`config.mk`:
```
export PLATFORM = sky130hd
export DESIGN_NAME = uart_rx_flat
export DESIGN_NICKNAME = d
export VERILOG_FILES = /design/src/rtl/uart_rx_if.sv /design/src/rtl/uart_rx.sv /design/src/flat_wrapper.sv
export SDC_FILE = /design/constraint.sdc
export NUM_CORES = 1
export LEC_CHECK = 0
export ABC_AREA = 1
export CAP_MARGIN = 20
export CORE_MARGIN = 2
export CORE_UTILIZATION = 53
export DETAILED_ROUTE_END_ITERATION = 12
export GPL_TIMING_DRIVEN = 0
export PLACE_DENSITY = 0.8
export SLEW_MARGIN = 10
export SYNTH_ARGS = -nofsm -noshare
export SYNTH_HDL_FRONTEND = slang
export SYNTH_SLANG_ARGS = --single-unit
```
`constraint.sdc`:
```
create_clock -name clk -period 1.4 [get_ports clk]
set_input_delay 0.21 -clock clk [delete_from_list [all_inputs] [get_ports clk]]
set_output_delay 0.21 -clock clk [all_outputs]
set_load 0.005 [all_outputs]
```
`src/rtl/uart_rx_if.sv`:
```
// Serial-receive bundle: the line into the receiver plus its byte/pulse outputs.
// The slave modport is the receiver; the master modport is the line driver and byte consumer.
interface uart_rx_if;
  logic       i_uart_rx;
  logic [7:0] o_uart_data;
  logic       o_uart_valid;
  logic       o_uart_frame_err;
  logic       o_uart_busy;

  modport slave (
    input  i_uart_rx,
    output o_uart_data,
    output o_uart_valid,
    output o_uart_frame_err,
    output o_uart_busy
  );

  modport master (
    output i_uart_rx,
    input  o_uart_data,
    input  o_uart_valid,
    input  o_uart_frame_err,
    input  o_uart_busy
  );
endinterface

```
`src/rtl/uart_rx.sv`:
```
// 8N1 UART receiver: synchronises the line, samples mid-bit, and emits one-cycle
// valid / frame-error pulses with the last good byte held on o_uart_data.
module uart_rx #(
  parameter int unsigned CLOCK_FREQ = 50_000_000,
  parameter int unsigned BAUD_RATE  = 9600
) (
  input  logic      clk,
  input  logic      rst,
  uart_rx_if.slave  rx_bus
);

  localparam logic [15:0] MCNT_DIV  = 16'(CLOCK_FREQ / BAUD_RATE - 1);
  localparam logic [15:0] MCNT_HALF = 16'((CLOCK_FREQ / BAUD_RATE - 1) / 2);

  typedef enum logic [1:0] {StIdle, StStart, StData, StStop} state_e;

  logic        r_sync1, r_sync2, r_hist;
  state_e      r_state, w_state_d;
  logic [15:0] r_div_cnt, w_div_cnt_d;
  logic [2:0]  r_bit_idx, w_bit_idx_d;
  logic [7:0]  r_shift, w_shift_d;
  logic [7:0]  r_data, w_data_d;
  logic        r_valid, w_valid_d;
  logic        r_ferr, w_ferr_d;
  logic        w_fall;

  // All three flops reset high so a line held low through reset is not an edge.
  always_ff @(posedge clk or posedge rst) begin
    if (rst) begin
      r_sync1 <= 1'b1;
      r_sync2 <= 1'b1;
      r_hist  <= 1'b1;
    end else begin
      r_sync1 <= rx_bus.i_uart_rx;
      r_sync2 <= r_sync1;
      r_hist  <= r_sync2;
    end
  end

  assign w_fall = r_hist & ~r_sync2;

  always_ff @(posedge clk or posedge rst) begin
    if (rst) begin
      r_state   <= StIdle;
      r_div_cnt <= 16'd0;
      r_bit_idx <= 3'd0;
      r_shift   <= 8'h00;
      r_data    <= 8'h00;
      r_valid   <= 1'b0;
      r_ferr    <= 1'b0;
    end else begin
      r_state   <= w_state_d;
      r_div_cnt <= w_div_cnt_d;
      r_bit_idx <= w_bit_idx_d;
      r_shift   <= w_shift_d;
      r_data    <= w_data_d;
      r_valid   <= w_valid_d;
      r_ferr    <= w_ferr_d;
    end
  end

  always_comb begin
    w_state_d   = r_state;
    w_div_cnt_d = r_div_cnt;
    w_bit_idx_d = r_bit_idx;
    w_shift_d   = r_shift;
    w_data_d    = r_data;
    w_valid_d   = 1'b0;
    w_ferr_d    = 1'b0;
    if (r_state != StIdle) begin
      w_div_cnt_d = r_div_cnt + 16'd1;
    end
    case (r_state)
      StIdle: begin
        if (w_fall) begin
          w_state_d   = StStart;
          w_div_cnt_d = 16'd0;
        end
      end
      StStart: begin
        if (r_div_cnt == MCNT_HALF) begin
          w_div_cnt_d = 16'd0;
          w_bit_idx_d = 3'd0;
          // A line back high at mid-start is a glitch, not a frame.
          w_state_d   = r_sync2 ? StIdle : StData;
        end
      end
      StData: begin
        if (r_div_cnt == MCNT_DIV) begin
          w_div_cnt_d = 16'd0;
          w_shift_d   = {r_sync2, r_shift[7:1]};
          if (r_bit_idx == 3'd7) begin
            w_state_d = StStop;
          end else begin
            w_bit_idx_d = r_bit_idx + 3'd1;
          end
        end
      end
      StStop: begin
        if (r_div_cnt == MCNT_DIV) begin
          w_div_cnt_d = 16'd0;
          w_state_d   = StIdle;
          if (r_sync2) begin
            w_data_d  = r_shift;
            w_valid_d = 1'b1;
          end else begin
            w_ferr_d  = 1'b1;
          end
        end
      end
      default: w_state_d = StIdle;
    endcase
  end

  assign rx_bus.o_uart_data      = r_data;
  assign rx_bus.o_uart_valid     = r_valid;
  assign rx_bus.o_uart_frame_err = r_ferr;
  assign rx_bus.o_uart_busy      = (r_state != StIdle);

endmodule

```
`src/flat_wrapper.sv`:
```
// flat-port wrapper written by rule: the top's interface ports become plain ports
module uart_rx_flat 
#(
  parameter int unsigned CLOCK_FREQ = 50_000_000,
  parameter int unsigned BAUD_RATE  = 9600
)
  (clk, rst, rx_bus_i_uart_rx, rx_bus_o_uart_data, rx_bus_o_uart_valid, rx_bus_o_uart_frame_err, rx_bus_o_uart_busy);
  uart_rx_if rx_bus_i ();
  input  logic clk;
  input  logic rst;
  input wire logic [$bits(rx_bus_i.i_uart_rx)-1:0] rx_bus_i_uart_rx;
  output wire logic [$bits(rx_bus_i.o_uart_data)-1:0] rx_bus_o_uart_data;
  output wire logic [$bits(rx_bus_i.o_uart_valid)-1:0] rx_bus_o_uart_valid;
  output wire logic [$bits(rx_bus_i.o_uart_frame_err)-1:0] rx_bus_o_uart_frame_err;
  output wire logic [$bits(rx_bus_i.o_uart_busy)-1:0] rx_bus_o_uart_busy;
  assign rx_bus_i.i_uart_rx = rx_bus_i_uart_rx;
  assign rx_bus_o_uart_data = rx_bus_i.o_uart_data;
  assign rx_bus_o_uart_valid = rx_bus_i.o_uart_valid;
  assign rx_bus_o_uart_frame_err = rx_bus_i.o_uart_frame_err;
  assign rx_bus_o_uart_busy = rx_bus_i.o_uart_busy;
  uart_rx #(.CLOCK_FREQ(CLOCK_FREQ), .BAUD_RATE(BAUD_RATE)) u_core (.clk(clk), .rst(rst), .rx_bus(rx_bus_i));
endmodule
```
## After elaboration in Yosys (flattened, before gate mapping)

Cells that the tools add are included.

- Bits of input ports: 3
- Output and inout bits: 11
- Word-level logic and storage cells: 56
- Memories: 0
- Bits in latches: 0
- Flip-flop bits (word level): 42
- Memory bits (writable): 0
- Memory bits (read-only): 0

- $lt $le $gt $ge: 0
- Eq/ne operators: 12
- $add $sub $neg: 2
- Multiplexer cells: 22
- Reduce and logical (&&, ||, !) cells: 8
- $mul: 0
- Bitwise logic cells: 2
- Shifts and indexed selects: 0
- Divide/modulo/power cells: 0

Operator list:

| operator | count |
|---|---|
| 16-bit two-way mux | 4 |
| 16-bit case mux with 3 select lines | 1 |
| 16-bit by 1-bit adder with 16-bit output (second input constant) | 1 |
| 16-bit by 12-bit equality test with 1-bit output (second input constant) | 1 |
| 16-bit by 13-bit equality test with 1-bit output (second input constant) | 1 |
| 2-bit two-way mux | 6 |
| 2-bit by 1-bit != test with 1-bit output (second input constant) | 5 |
| 3-bit two-way mux | 3 |
| 2-bit case mux with 4 select lines | 1 |
| 1-bit two-way mux | 6 |
| 3-bit case mux with 2 select lines | 1 |
| 5-bit AND reduction | 1 |
| 2-bit equality test (second input constant) | 2 |
| 4-bit AND reduction | 1 |
| 2-bit nonzero test | 2 |
| 3-bit by 1-bit adder with 3-bit output (second input constant) | 1 |
| 3-bit equality test (second input constant) | 1 |
| 3-bit AND reduction | 1 |
| 2-bit by 1-bit equality test with 1-bit output (second input constant) | 1 |
| 2-bit zero test | 1 |
| 2-bit != test (second input constant) | 1 |
| 2-bit AND reduction | 1 |
| 2-bit OR reduction | 1 |
| 1-bit bitwise AND | 1 |
| 1-bit inverter | 1 |

## Depth between registers and ports, before layout

Gate-level depths: netlist (run 1).

- Word-level depth: 4
- Gate-level depth with buffers: 12
- Gate-level depth less buffers: 12

## Least setup slack after synthesis (run 1)

Ideal clock, no wire load.

- Path type: register to register
- Start: register u_core.r_div_cnt[0]
- End: register u_core.r_data[0], in the netlist u_core.rx_bus.o_uart_data[0]
- Setup time: 0.073 ns
- Slack: -0.112 ns
- Period minus slack after synthesis: 1.512 ns
- Data required time: 1.327 ns
- Cell stages (with the launch flop): 11
- Buffers on the path: 1
- Data arrival time: 1.439 ns
- Cells stage by stage: dfrtp_1 -> ha_1 -> nand2_4 -> inv_2 -> nand2_2 -> nor2_4 -> nand2_4 -> nor3_4 -> buf_6 -> nor2_1 -> a21oi_2

- Longest elaborated chain between the ends: 2

Ends and longest elaborated chain:

| element | RTL line | source |
|---|---|---|
| start: declaration | uart_rx.sv:19 | `logic [15:0] r_div_cnt, w_div_cnt_d;` |
| start signal: assignment | uart_rx.sv:53 | `r_div_cnt <= w_div_cnt_d;` |
| 16-bit by 13-bit equality test with 1-bit output | uart_rx.sv:100 | `if (r_div_cnt == MCNT_DIV) begin` |
| 3-bit AND reduction (no line) | -- |  |
| end signal: assignment | uart_rx.sv:56 | `r_data <= w_data_d;` |
| end: declaration | uart_rx.sv:22 | `logic [7:0] r_data, w_data_d;` |

No other way between the ends.
A chain may end at the register's enable or synchronous reset.

## Worst setup path in the final report (run 1)

- Start: register u_core.r_div_cnt[1]
- End: register u_core.r_bit_idx[1]

- Longest elaborated chain between the ends: 3
- Elaborated cells on any way between the ends: 5
- Those cells by class: 4 x eq/ne; 1 x reduce/logical

Ends and longest elaborated chain:

| element | RTL line | source |
|---|---|---|
| 16-bit by 13-bit equality test with 1-bit output / 16-bit by 12-bit equality test with 1-bit output (equally long branches) | uart_rx.sv:89, uart_rx.sv:81 |  |
| 2-bit by 1-bit != test with 1-bit output (no line) | -- |  |
| 4-bit AND reduction (no line) (*) | -- |  |
| end signal: assignment | uart_rx.sv:54 | `r_bit_idx <= w_bit_idx_d;` |
| end: declaration | uart_rx.sv:20 | `logic [2:0] r_bit_idx, w_bit_idx_d;` |

Every way passes the cells marked *; elsewhere a longest branch is shown, timed or not.

==> metrics.txt, run 1 <==
run status finished, violations left; violated checks setup timing; pin slew with the least headroom to its limit 0.349 ns; die area 4740 µm²; sort of element at the start of the critical path flop; count of input and output buffers 13; worst r2r src u_core.r_div_cnt[1]; leakage power of the design 1.52 nW; CTS tree yes; number of nets in the final layout around 330; cell breakdown of the critical path ha_4, inv_2, nor2_1, nand2_1, nor2_1, nand2_1, nand2_2, nand2_4, inv_4, nand2_4, nand2_2, o21ai_1; post-synthesis cell area roughly 2200 µm²; Cell Pwr Density 1250 nW/µm²; maximum number of pins on one net before global-route repair 30; clock period minus worst slack about 1.6 ns; worst-case reg-to-reg path depth 12; count of fill cells added during filler insertion 264; Max Clock Freq 627 MHz; HP Class primary input to asynchronous set/reset pin; Final setup violation count 37; growth of design area from synthesis to finish 35.4%; RSZ-0062 raised after global routing true; y dimension of the die 68.8 µm; maximum level of the CTS H-tree 2; vias slightly above 2000; antenna violations before repair 0; most numerous cell in the Yosys netlist sky130_fd_sc_hd__nand2_1; Synthesis Warnings 0; arrival time of the worst setup path 1.79 ns; category of the critical setup timing path flop to flop; post-route ant nets 0; number of flip-flops and latches in the synthesized netlist 42; clock buffer depth 2; Row Count 23; final hold violation count 0; CP Data Required Time 1.59 ns; area share of the largest cell type after synthesis 0.438; average instance area after synthesis a little over 8 µm²; layout cells sized above 1 0.382; TritonCTS Buffers 5; net count of the mapped netlist 283; final clock period utilization by the worst path 1.14; end of the worst register-to-register path u_core.r_bit_idx[1]; DRC violations left 0; number of cells produced by synthesis 277; GR Overflow Total 0; maximum fanout count along the critical path 4; worst clock skew 0.0114 ns; routability congestion estimate from global placement between 0.9 and 1; DR vias/cell 5.48; antenna fix cells 0; reg-to-reg setup timing slack -0.19 ns; first-pass GRT wire length 8140 µm; part of the Yosys area used for sequential elements 0.473; Final Worst Setup Slack -0.195 ns; most instantiated flip-flop cell in the synthesis netlist sky130_fd_sc_hd__dfrtp_1; Max Cap Violations 0; clk sinks 42; number of flops mapped to enable cells by yosys 0; Async S/R FF share, synth 1.00; DIE WIDTH 68.8 µm; top cells by count, synth sky130_fd_sc_hd__nand2_1 (68), sky130_fd_sc_hd__inv_1 (40), sky130_fd_sc_hd__dfrtp_1 (39); wire length reported by the detailed router roughly 5700 µm; clock root buffer sky130_fd_sc_hd__clkbuf_8; clock-pin slew reported for the worst setup and hold paths after clock tree synthesis 0.08 ns; HPWL after detailed placement around 3100 µm; CP peak stage delay 0.43 ns; hold slack final 0.189 ns; number of slew-limit violations in the final report 0; synth top area cells sky130_fd_sc_hd__dfrtp_1 (44%), sky130_fd_sc_hd__nand2_1 (11%), sky130_fd_sc_hd__inv_1 (6.7%), sky130_fd_sc_hd__nor2_1 (5.6%), sky130_fd_sc_hd__nand3_1 (4.5%); Worst VDD drop roughly 0.89 mV; Tot GR Track Use 0.239; number of detailed-route iterations in the first pass 4; Critical Path Slowest Stage Cell sky130_fd_sc_hd__dfrtp_1; number of top-level design ports 14; post-layout total power 3.78 mW; placeable core region between 4000 and 5000 µm²; worst-case setup slack after placement -0.263 ns; dominant cell type by area after synthesis sky130_fd_sc_hd__dfrtp_1; 1st-iter DRT viols 133; clock latency reported for the late side of the worst-skew pair ~0.31 ns; via count of the first global-routing pass about 1800; endpoint kind of the worst setup timing path flop; Initial Utilization 0.553; Wirelength per Cell 15.3 µm; relative slew slack 0.765; count of different cell masters after synthesis 31
-- layer usage --
layer / global-route usage / part of all wire / vias up
met4: 0.0931 / 0.025 / 0
met2: 0.398 / 0.51 / 69
li1: - / - / 968
met3: 0.0633 / 0.057 / 17
met5: 0 / 0 / -
met1: 0.296 / 0.41 / 983
-- sequential cells by signal (all words and copies together) (netlist names), named ones only --
signal                          count
u_core.r_div_cnt                   16
u_core.rx_bus.o_uart_frame_err      1
u_core.r_state                      1
u_core.rx_bus.o_uart_data           8
u_core.r_shift                      8
u_core.r_sync2                      1
u_core.r_bit_idx                    3
u_core.r_hist                       1
u_core.rx_bus.o_uart_valid          1
u_core.r_sync1                      1
-- power by group --
part,switching (mW),internal [mW]
clock,0.444,0.352
combinational,0.980,0.567
sequential,0.106,1.33
-- worst max-delay path by stage --
stage | startpoint | end | slack, ns | depth (start not counted)
finish | u_core.r_div_cnt[1] | u_core.r_bit_idx[1] | -0.19 | 12
CTS | u_core.r_div_cnt[0] | u_core.r_div_cnt[12] | -0.15 | 9
detailed placement | u_core.r_div_cnt[1] | u_core.rx_bus.o_uart_data[4] | -0.26 | 9
global placement | rst | u_core.r_div_cnt[11] | -0.64 | 2
global route | u_core.r_div_cnt[1] | u_core.r_div_cnt[9] | -0.33 | 12
floorplan | u_core.r_div_cnt[1] | u_core.rx_bus.o_uart_data[0] | -0.07 | 10
-- area by class of cell --
cell class	count	area, µm²	area share
tap	50	62.6	0.0207
multi-input combinational	188	1240	0.410
clock inverter	2	13.8	0.00456
sequential	42	1060	0.352
clock buffer	6	72.6	0.0241
buffer	4	41.3	0.0137
inverter	43	169	0.0560
timing repair buffer	37	358	0.119
-- cell usage in the layout, fill, tap and decap left out, types with 2 or more instances in the layout --
master                            netlist  layout
sky130_fd_sc_hd__nand2_2                2       8
sky130_fd_sc_hd__nand3_1               20      11
sky130_fd_sc_hd__nor3_4                 1       2
sky130_fd_sc_hd__clkdlybuf4s50_1        0       4
sky130_fd_sc_hd__nor2_4                 1      11
sky130_fd_sc_hd__nor2_2                 5      10
sky130_fd_sc_hd__xor2_1                 6       6
sky130_fd_sc_hd__o22ai_2                0       2
sky130_fd_sc_hd__dfstp_2                3       3
sky130_fd_sc_hd__inv_2                  3      10
sky130_fd_sc_hd__nand4_1                3       3
sky130_fd_sc_hd__clkbuf_8               0       5
sky130_fd_sc_hd__dfrtp_2                0       6
sky130_fd_sc_hd__nor4_2                 0       3
sky130_fd_sc_hd__o21ai_0               11       3
sky130_fd_sc_hd__nand2_4                2       7
sky130_fd_sc_hd__buf_4                  2      20
sky130_fd_sc_hd__dlymetal6s2s_1         0       8
sky130_fd_sc_hd__nand2_1               68      57
sky130_fd_sc_hd__o21ai_1                1       8
sky130_fd_sc_hd__a21oi_2                2       4
sky130_fd_sc_hd__o22ai_1                5       3
sky130_fd_sc_hd__o21ai_2                8       9
sky130_fd_sc_hd__buf_6                  2       7
sky130_fd_sc_hd__dfrtp_1               39      33
sky130_fd_sc_hd__inv_1                 40      31
sky130_fd_sc_hd__nor2_1                33      18
sky130_fd_sc_hd__nand3_2                0       8
sky130_fd_sc_hd__ha_1                   3       2
sky130_fd_sc_hd__a21oi_1                7       5
-- worst max-delay path: cells and delay by family (launching register included) --
kind / cells / cell delay [ns]
adders and majority gates: 1 / 0.20
AOI/OAI and AO/OA: 1 / 0.05
DFF: 1 / 0.43
and+or+nand+nor: 8 / 0.69
buffers and inverters: 2 / 0.12
-- kinds of logic (layout without fill, tap and decap cells) --
family                   after synthesis  count (layout)  share of synthesized area
flip-flops                            42              42                      0.473
AND/OR/NAND/NOR                      143             143                      0.293
buffers and inverters                 47              92                     0.0893
AO/OA/AOI/OAI                         35              35                     0.0999
XOR/XNOR                               7               7                     0.0275
adder cells (fa/ha/maj)                3               3                     0.0168
-- timing repair --
item                       4_1_cts  5_1_grt
hold buffers                     0        0
buffers inserted                13        9
gates resized for setup         53       46
gates cloned                     1        0
hold endpoints to repair         0        0
pin swaps                       11       17
setup endpoints to repair       39       48
-- metrics by stage --
step	instances	instance area [µm²]	TNS, ns	util
after floorplan	277	2250	-0.523	-
after global placement	340	2440	-33.32	0.607
after detailed placement	341	2460	-7.72	0.611
after CTS	363	2790	-3.93	0.693
after global routing	372	3020	-9.33	0.749
final	372	3020	-5.46	0.749
(Power assumes the default switching activity.)
==> inputs of run 2 (changes only) <==
Settings changed: CELL_PAD_IN_SITES_DETAIL_PLACEMENT from default to 0, CELL_PAD_IN_SITES_GLOBAL_PLACEMENT from default to 2, CORE_UTILIZATION 53 to 32.
==> run 2 against run 1 <==
Net effect:
- the run still ends with setup timing left
- clock-buffer cell count is the same
- combinational power increased by 8%
- sequential power is essentially flat
- sequential share of layout area down 1.4 points
- non-clock buffer count rose by 7
- final area up 3.7%
- worst hold slack lost 0.032 ns
- cell count rose by 9.9%
- critical path type unchanged
- highest routed layer unchanged
==> metrics.txt, run 2 (synthesis results as in run 1) <==
Worst VDD drop 0.745 mV (-16%); most common library cell in the layout ignoring fill and taps sky130_fd_sc_hd__nand2_1; via count of the first global-routing pass 1975 (+9.8%); antenna violations before repair 0 (unchanged); routability congestion estimate from global placement 0.786 (-18%); vias 1949 (-4.3%); clk sinks 42 (unchanged); y dimension of the die 87.5 µm (+27%); 1st-iter DRT viols 79 (-41%); DIE WIDTH 87.5 µm (+27%); maximum level of the CTS H-tree 2 (unchanged); maximum fanout count along the critical path 8 (+4); TritonCTS Buffers 5 (unchanged); final hold violation count 0 (unchanged); worst clock skew 0.00533 ns (-0.00610 ns); placed insts 371 (+8.8%); Cell Pwr Density 1250 nW/µm² (+0.11%); CP Data Required Time 1.62 ns (+0.03 ns); DR vias/cell 4.77 (-13%); violated checks setup timing; hold-fix buffers at CTS 0 (unchanged); die area 7650 µm² (+61%); HP Class primary input to asynchronous set/reset pin; leakage power of the design 1.55 nW (+2.0%); Final setup violation count 37 (unchanged); layout cells sized above 1 0.410 (+0.0283); DRC violations left 0 (unchanged); max reg flops 16 (unchanged); run status finished, violations left; reg-to-reg setup timing slack -0.23 ns (-0.04 ns); Crit. Startpoint u_core.r_div_cnt[0]; Wirelength per Cell 13.9 µm (-9.7%); Critical path destination u_core.r_div_cnt[8]; maximum number of pins on one net before global-route repair 33 (+10%); final clock period utilization by the worst path 1.17 (+0.0261); antenna fix cells 0 (unchanged); placeable core region 6760 µm² (+68%); clock root buffer sky130_fd_sc_hd__clkbuf_8; post-layout total power 3.92 mW (+3.8%); clock-pin slew reported for the worst setup and hold paths after clock tree synthesis 0.09 ns (about the same); GR Overflow Total 0 (unchanged); Max Clock Freq 613 MHz (-2.2%); worst r2r src u_core.r_div_cnt[0]; endpoint kind of the worst setup timing path flop; count of input and output buffers 13 (unchanged); arrival time of the worst setup path 1.85 ns (+0.06 ns); relative slew slack 0.780 (+0.0151); category of the critical setup timing path flop to flop; total negative setup slack -4.67 ns (+0.784 ns); most frequent cells in the layout sky130_fd_sc_hd__nand2_1 (55), sky130_fd_sc_hd__dfrtp_1 (36), sky130_fd_sc_hd__inv_1 (32); Finished Layout Cells 409 (+9.9%); first-pass GRT wire length 9440 µm (+16%); clock period minus worst slack 1.63 ns (+0.0365 ns); area occupied by multi-input gates 1260 µm² (+1.9%); Register Area 1060 µm² (-0.35%); worst-case setup slack after placement -0.410 ns (-0.148 ns); worst-case reg-to-reg path depth 10 (-2); growth of design area from synthesis to finish 40.4%; Tot GR Track Use 0.159 (-0.0802); pin slew with the least headroom to its limit 0.326 ns (-0.0232 ns); wire length reported by the detailed router 5670 µm (-0.70%); Row Count 30 (+30%); Initial Utilization 0.330 (-0.223); clock buffer depth 2 (unchanged); Top reg by flops u_core.r_div_cnt; count of fill cells added during filler insertion 674 (+160%); HPWL after detailed placement 3620 µm (+15%); Max Cap Violations 0 (unchanged); post-route ant nets 0 (unchanged); end of the worst register-to-register path u_core.r_div_cnt[8]; number of detailed-route iterations in the first pass 4 (unchanged); number of slew-limit violations in the final report 0 (unchanged); RSZ-0062 raised after global routing true; CTS tree yes; number of nets in the final layout 334 (+2.1%); Final Worst Setup Slack -0.231 ns (-0.0365 ns); clock latency reported for the late side of the worst-skew pair 0.30 ns (about the same); number of top-level design ports 14 (unchanged); sort of element at the start of the critical path flop
run 2: changes by cell type in the layout (fill, tap and decap cells not counted), sizes merged:
| cell | change |
|---|---|
| buf | +7 |
| clkbuf | +1 |
| clkdlybuf4s15 | -1 |
| clkdlybuf4s50 | +1 |
| clkinvlp | +1 |
| dlymetal6s2s | -1 |
| inv | -1 |
run 2: where the power goes:
part | internal, mW | switching [mW]
clock network | 0.353 | 0.463
registers | 1.32 | 0.100
logic | 0.708 | 0.971
total | 2.39 | 1.53
run 2: worst max-delay path, stage by stage, from the launching register on:
cell and delay, ns:
sky130_fd_sc_hd__dfrtp_1 0.42, sky130_fd_sc_hd__ha_4 0.20, sky130_fd_sc_hd__inv_2 0.06, sky130_fd_sc_hd__nor2_2 0.03, sky130_fd_sc_hd__nand2_2 0.06, sky130_fd_sc_hd__nor2_1 0.04, sky130_fd_sc_hd__nand2_1 0.06, sky130_fd_sc_hd__nand2_2 0.09
sky130_fd_sc_hd__nand2_4 0.17, sky130_fd_sc_hd__clkinvlp_4 0.24, sky130_fd_sc_hd__o22ai_1 0.17
run 2: stage by stage:
step / hold WS (ns) / utilization / cell area, µm²
after detailed placement: 0.349 / 0.370 / 2500
after global placement: 0.347 / 0.367 / 2480
after CTS: 0.161 / 0.423 / 2860
after floorplan: 0.214 / - / 2250
after global routing: 0.168 / 0.463 / 3130
final: 0.157 / 0.463 / 3130
run 2: repair_timing:
| item | 4_1_cts | 5_1_grt |
|---|---|---|
| setup endpoints to repair | 39 | 48 |
| pin swaps | 15 | 18 |
| gates cloned | 1 | 1 |
| gates resized for setup | 52 | 52 |
| hold endpoints to repair | 0 | 0 |
| setup buffers | 16 | 12 |
run 2: worst min path at each step:
stage / from / endpoint / cells past startpoint
4_1_cts: rst / u_core.rx_bus.o_uart_data[6] / 2
5_1_grt: rst / u_core.rx_bus.o_uart_data[6] / 2
3_3_place_gp: u_core.r_sync1 / u_core.r_sync2 / 0
6_report: rst / u_core.rx_bus.o_uart_data[6] / 2
2_1_floorplan: rx_bus_i_uart_rx / u_core.r_sync1 / 0
3_5_place_dp: u_core.r_sync1 / u_core.r_sync2 / 0
run 2: final cells by class:
cell class | count | share of cell area
Clock buffer | 6 | 0.0232
Timing Repair Buffer | 44 | 0.131
Multi-Input combinational cell | 188 | 0.403
Inverter | 43 | 0.0544
Buffer | 4 | 0.0132
Clock inverter | 2 | 0.00440
Sequential cell | 42 | 0.338
Tap cell | 80 | 0.0320
run 2: metal layers:
metal / routed length [µm] / GRT usage / part of all wire
met1: 2570 / 0.199 / 0.45
met2: 2860 / 0.266 / 0.50
met3: 139 / 0.0341 / 0.025
met4: 105 / 0.0615 / 0.019
met5: 0 / 0 / 0
==> inputs of run 3 (changes only) <==
Settings changed: SKIP_CTS_REPAIR_TIMING from default to 1.
==> run 3 against run 2 <==
Net effect:
- the run still ends with setup timing left
- cell count decreased by 3.4%
- maximum frequency decreased by 0.36%
- critical path depth down 1
- final area fell by 6.9%
- combinational power shrank 21%
- total power is 8.5% lower
==> metrics.txt, run 3 (synthesis results as in run 1) <==
clock root buffer sky130_fd_sc_hd__clkbuf_8; final hold violation count 0 (unchanged); y dimension of the die 87.5 µm (unchanged); RSZ-0062 raised after global routing true; maximum fanout count along the critical path 4 (-4); final cell utilization of the core 0.431 (-0.0319); Row Count 30 (unchanged); Register Area 1060 µm² (+0.12%); area occupied by multi-input gates 1160 µm² (-7.7%); CP peak stage delay 0.41 ns (about the same); Final setup violation count 37 (unchanged); relative slew slack 0.773 (-0.00713); HP Class primary input to asynchronous set/reset pin; number of top-level design ports 14 (unchanged); DRC violations left 0 (unchanged); Final Worst Setup Slack -0.237 ns (-0.00585 ns); count of fill cells added during filler insertion 705 (+4.6%); HPWL after detailed placement 3620 µm (unchanged); GR Overflow Total 0 (unchanged); pin slew with the least headroom to its limit 0.338 ns (+0.0113 ns); Cell Pwr Density 1230 nW/µm² (-1.7%); growth of design area from synthesis to finish 30.7%; Top reg by flops u_core.r_div_cnt; category of the critical setup timing path flop to flop; first-pass GRT wire length 8670 µm (-8.1%); Max Cap Violations 0 (unchanged); final clock period utilization by the worst path 1.17 (+0.00418); Post-Place Cell Area 2500 µm² (unchanged); Initial Utilization 0.330 (unchanged); most frequent cells in the layout sky130_fd_sc_hd__nand2_1 (59), sky130_fd_sc_hd__dfrtp_1 (35), sky130_fd_sc_hd__inv_1 (32); clock-pin slew reported for the worst setup and hold paths after clock tree synthesis 0.09 ns (about the same); antenna fix cells 0 (unchanged); CP Data Required Time 1.63 ns (about the same); hold slack final 0.154 ns (-0.00327 ns); leakage power of the design 1.48 nW (-4.8%); DR vias/cell 4.82 (+1.0%); CTS tree yes; sort of element at the start of the critical path flop; antenna violations before repair 0 (unchanged); total non-filler cell area in the finished layout 2910 µm² (-6.9%); maximum number of pins on one net before global-route repair 33 (unchanged); most common library cell in the layout ignoring fill and taps sky130_fd_sc_hd__nand2_1; TritonCTS Buffers 5 (unchanged); total negative setup slack -5.43 ns (-0.761 ns); violated checks setup timing; endpoint kind of the worst setup timing path flop; count of input and output buffers 13 (unchanged); Worst VDD drop 0.621 mV (-17%); number of slew-limit violations in the final report 0 (unchanged); via count of the first global-routing pass 1788 (-9.5%); vias 1902 (-2.4%); number of detailed-route iterations in the first pass 4 (unchanged); die area 7650 µm² (unchanged); Crit. Startpoint u_core.r_div_cnt[0]; number of nets in the final layout 320 (-4.2%); Max Clock Freq 611 MHz (-0.36%); clk sinks 42 (unchanged); Critical Path Slowest Stage Cell sky130_fd_sc_hd__dfrtp_2; wire length reported by the detailed router 5300 µm (-6.5%); 1st-iter DRT viols 93 (+18%); post-route ant nets 0 (unchanged); reg-to-reg setup timing slack -0.24 ns (about the same); worst-case reg-to-reg path depth 9 (-1); Critical path destination u_core.r_div_cnt[12]; worst r2r src u_core.r_div_cnt[0]; Wirelength per Cell 13.4 µm (-3.2%); clock period minus worst slack 1.64 ns (+0.00584 ns); maximum level of the CTS H-tree 2 (unchanged); clock buffer depth 2 (unchanged); clock latency reported for the late side of the worst-skew pair 0.30 ns (about the same); post-layout total power 3.59 mW (-8.5%); DIE WIDTH 87.5 µm (unchanged); cell breakdown of the critical path ha_4, nand2_4, inv_2, nand3b_1, nor2_4, nand3_2, o21ai_2, nand2_1, nor2_1; worst clock skew 0.00690 ns (+0.00157 ns); layout cells sized above 1 0.333 (-0.0770); routability congestion estimate from global placement 0.786 (unchanged); run status finished, violations left; max reg flops 16 (unchanged); placeable core region 6760 µm² (unchanged); Tot GR Track Use 0.147 (-0.0115); arrival time of the worst setup path 1.87 ns (+0.02 ns); end of the worst register-to-register path u_core.r_div_cnt[12]
==> run 3: cell count changes in the layout (fill, tap and decap cells not counted), moves of 3 or more <==
cell | before | now
sky130_fd_sc_hd__buf_4 | 25 | 16
sky130_fd_sc_hd__a21oi_2 | 7 | 2
sky130_fd_sc_hd__nor2_4 | 12 | 7
sky130_fd_sc_hd__nand2_1 | 55 | 59
sky130_fd_sc_hd__nor2_1 | 17 | 20
sky130_fd_sc_hd__buf_6 | 9 | 3
sky130_fd_sc_hd__nand3_1 | 14 | 18
sky130_fd_sc_hd__a21oi_1 | 2 | 7
sky130_fd_sc_hd__o21ai_1 | 6 | 2
sky130_fd_sc_hd__nand3_2 | 6 | 2
sky130_fd_sc_hd__o21ai_0 | 3 | 6
sky130_fd_sc_hd__nand2_2 | 12 | 8
==> run 3: final cells by class <==
type,count,share of cell area
Inverter,43,0.0588
Clock buffer,6,0.0249
Multi-Input combinational cell,188,0.399
Tap cell,80,0.0344
Timing Repair Buffer,30,0.0997
Sequential cell,42,0.364
Clock inverter,2,0.00473
Buffer,4,0.0142
==> run 3: how the worst min path moves through the flow <==
stage | start | endpoint | cells after the start
after CTS | rst | u_core.rx_bus.o_uart_data[6] | 2
final | rst | u_core.rx_bus.o_uart_data[6] | 2
after floorplan | rx_bus_i_uart_rx | u_core.r_sync1 | 0
after global placement | u_core.r_sync1 | u_core.r_sync2 | 0
after detailed placement | u_core.r_sync1 | u_core.r_sync2 | 0
after global routing | rst | u_core.rx_bus.o_uart_data[6] | 2
==> run 3: report_power, final <==
part | total, mW | leakage, nW | switching, mW | internal (mW)
sequential | 1.46 | 0.564 | 0.128 | 1.33
combinational | 1.33 | 0.870 | 0.804 | 0.521
clock | 0.807 | 0.0452 | 0.454 | 0.353
==> run 3: worst max-delay path: cells and delay by family (launching register included) <==
| kind | cells | cell delay, ns |
|---|---|---|
| AO/OA/AOI/OAI | 1 | 0.14 |
| adder cells (fa/ha/maj) | 1 | 0.19 |
| buffers and inverters | 1 | 0.05 |
| flip-flops | 1 | 0.41 |
| AND/OR/NAND/NOR | 6 | 0.76 |
==> run 3: per-layer routing <==
layer  global-route usage  vias to the layer above  wire length [µm]
li1                     -                      956                 -
met1                0.195                      914              2500
met2                0.233                       25              2610
met3               0.0313                        7               121
met4               0.0629                        0                72
met5                    0                        -                 0
==> run 3: metrics by stage <==
step,setup slack (ns),instances
after floorplan,-0.0712,277
after global placement,-0.826,370
after detailed placement,-0.410,371
after CTS,-0.501,379
after global routing,-0.362,395
final,-0.237,395
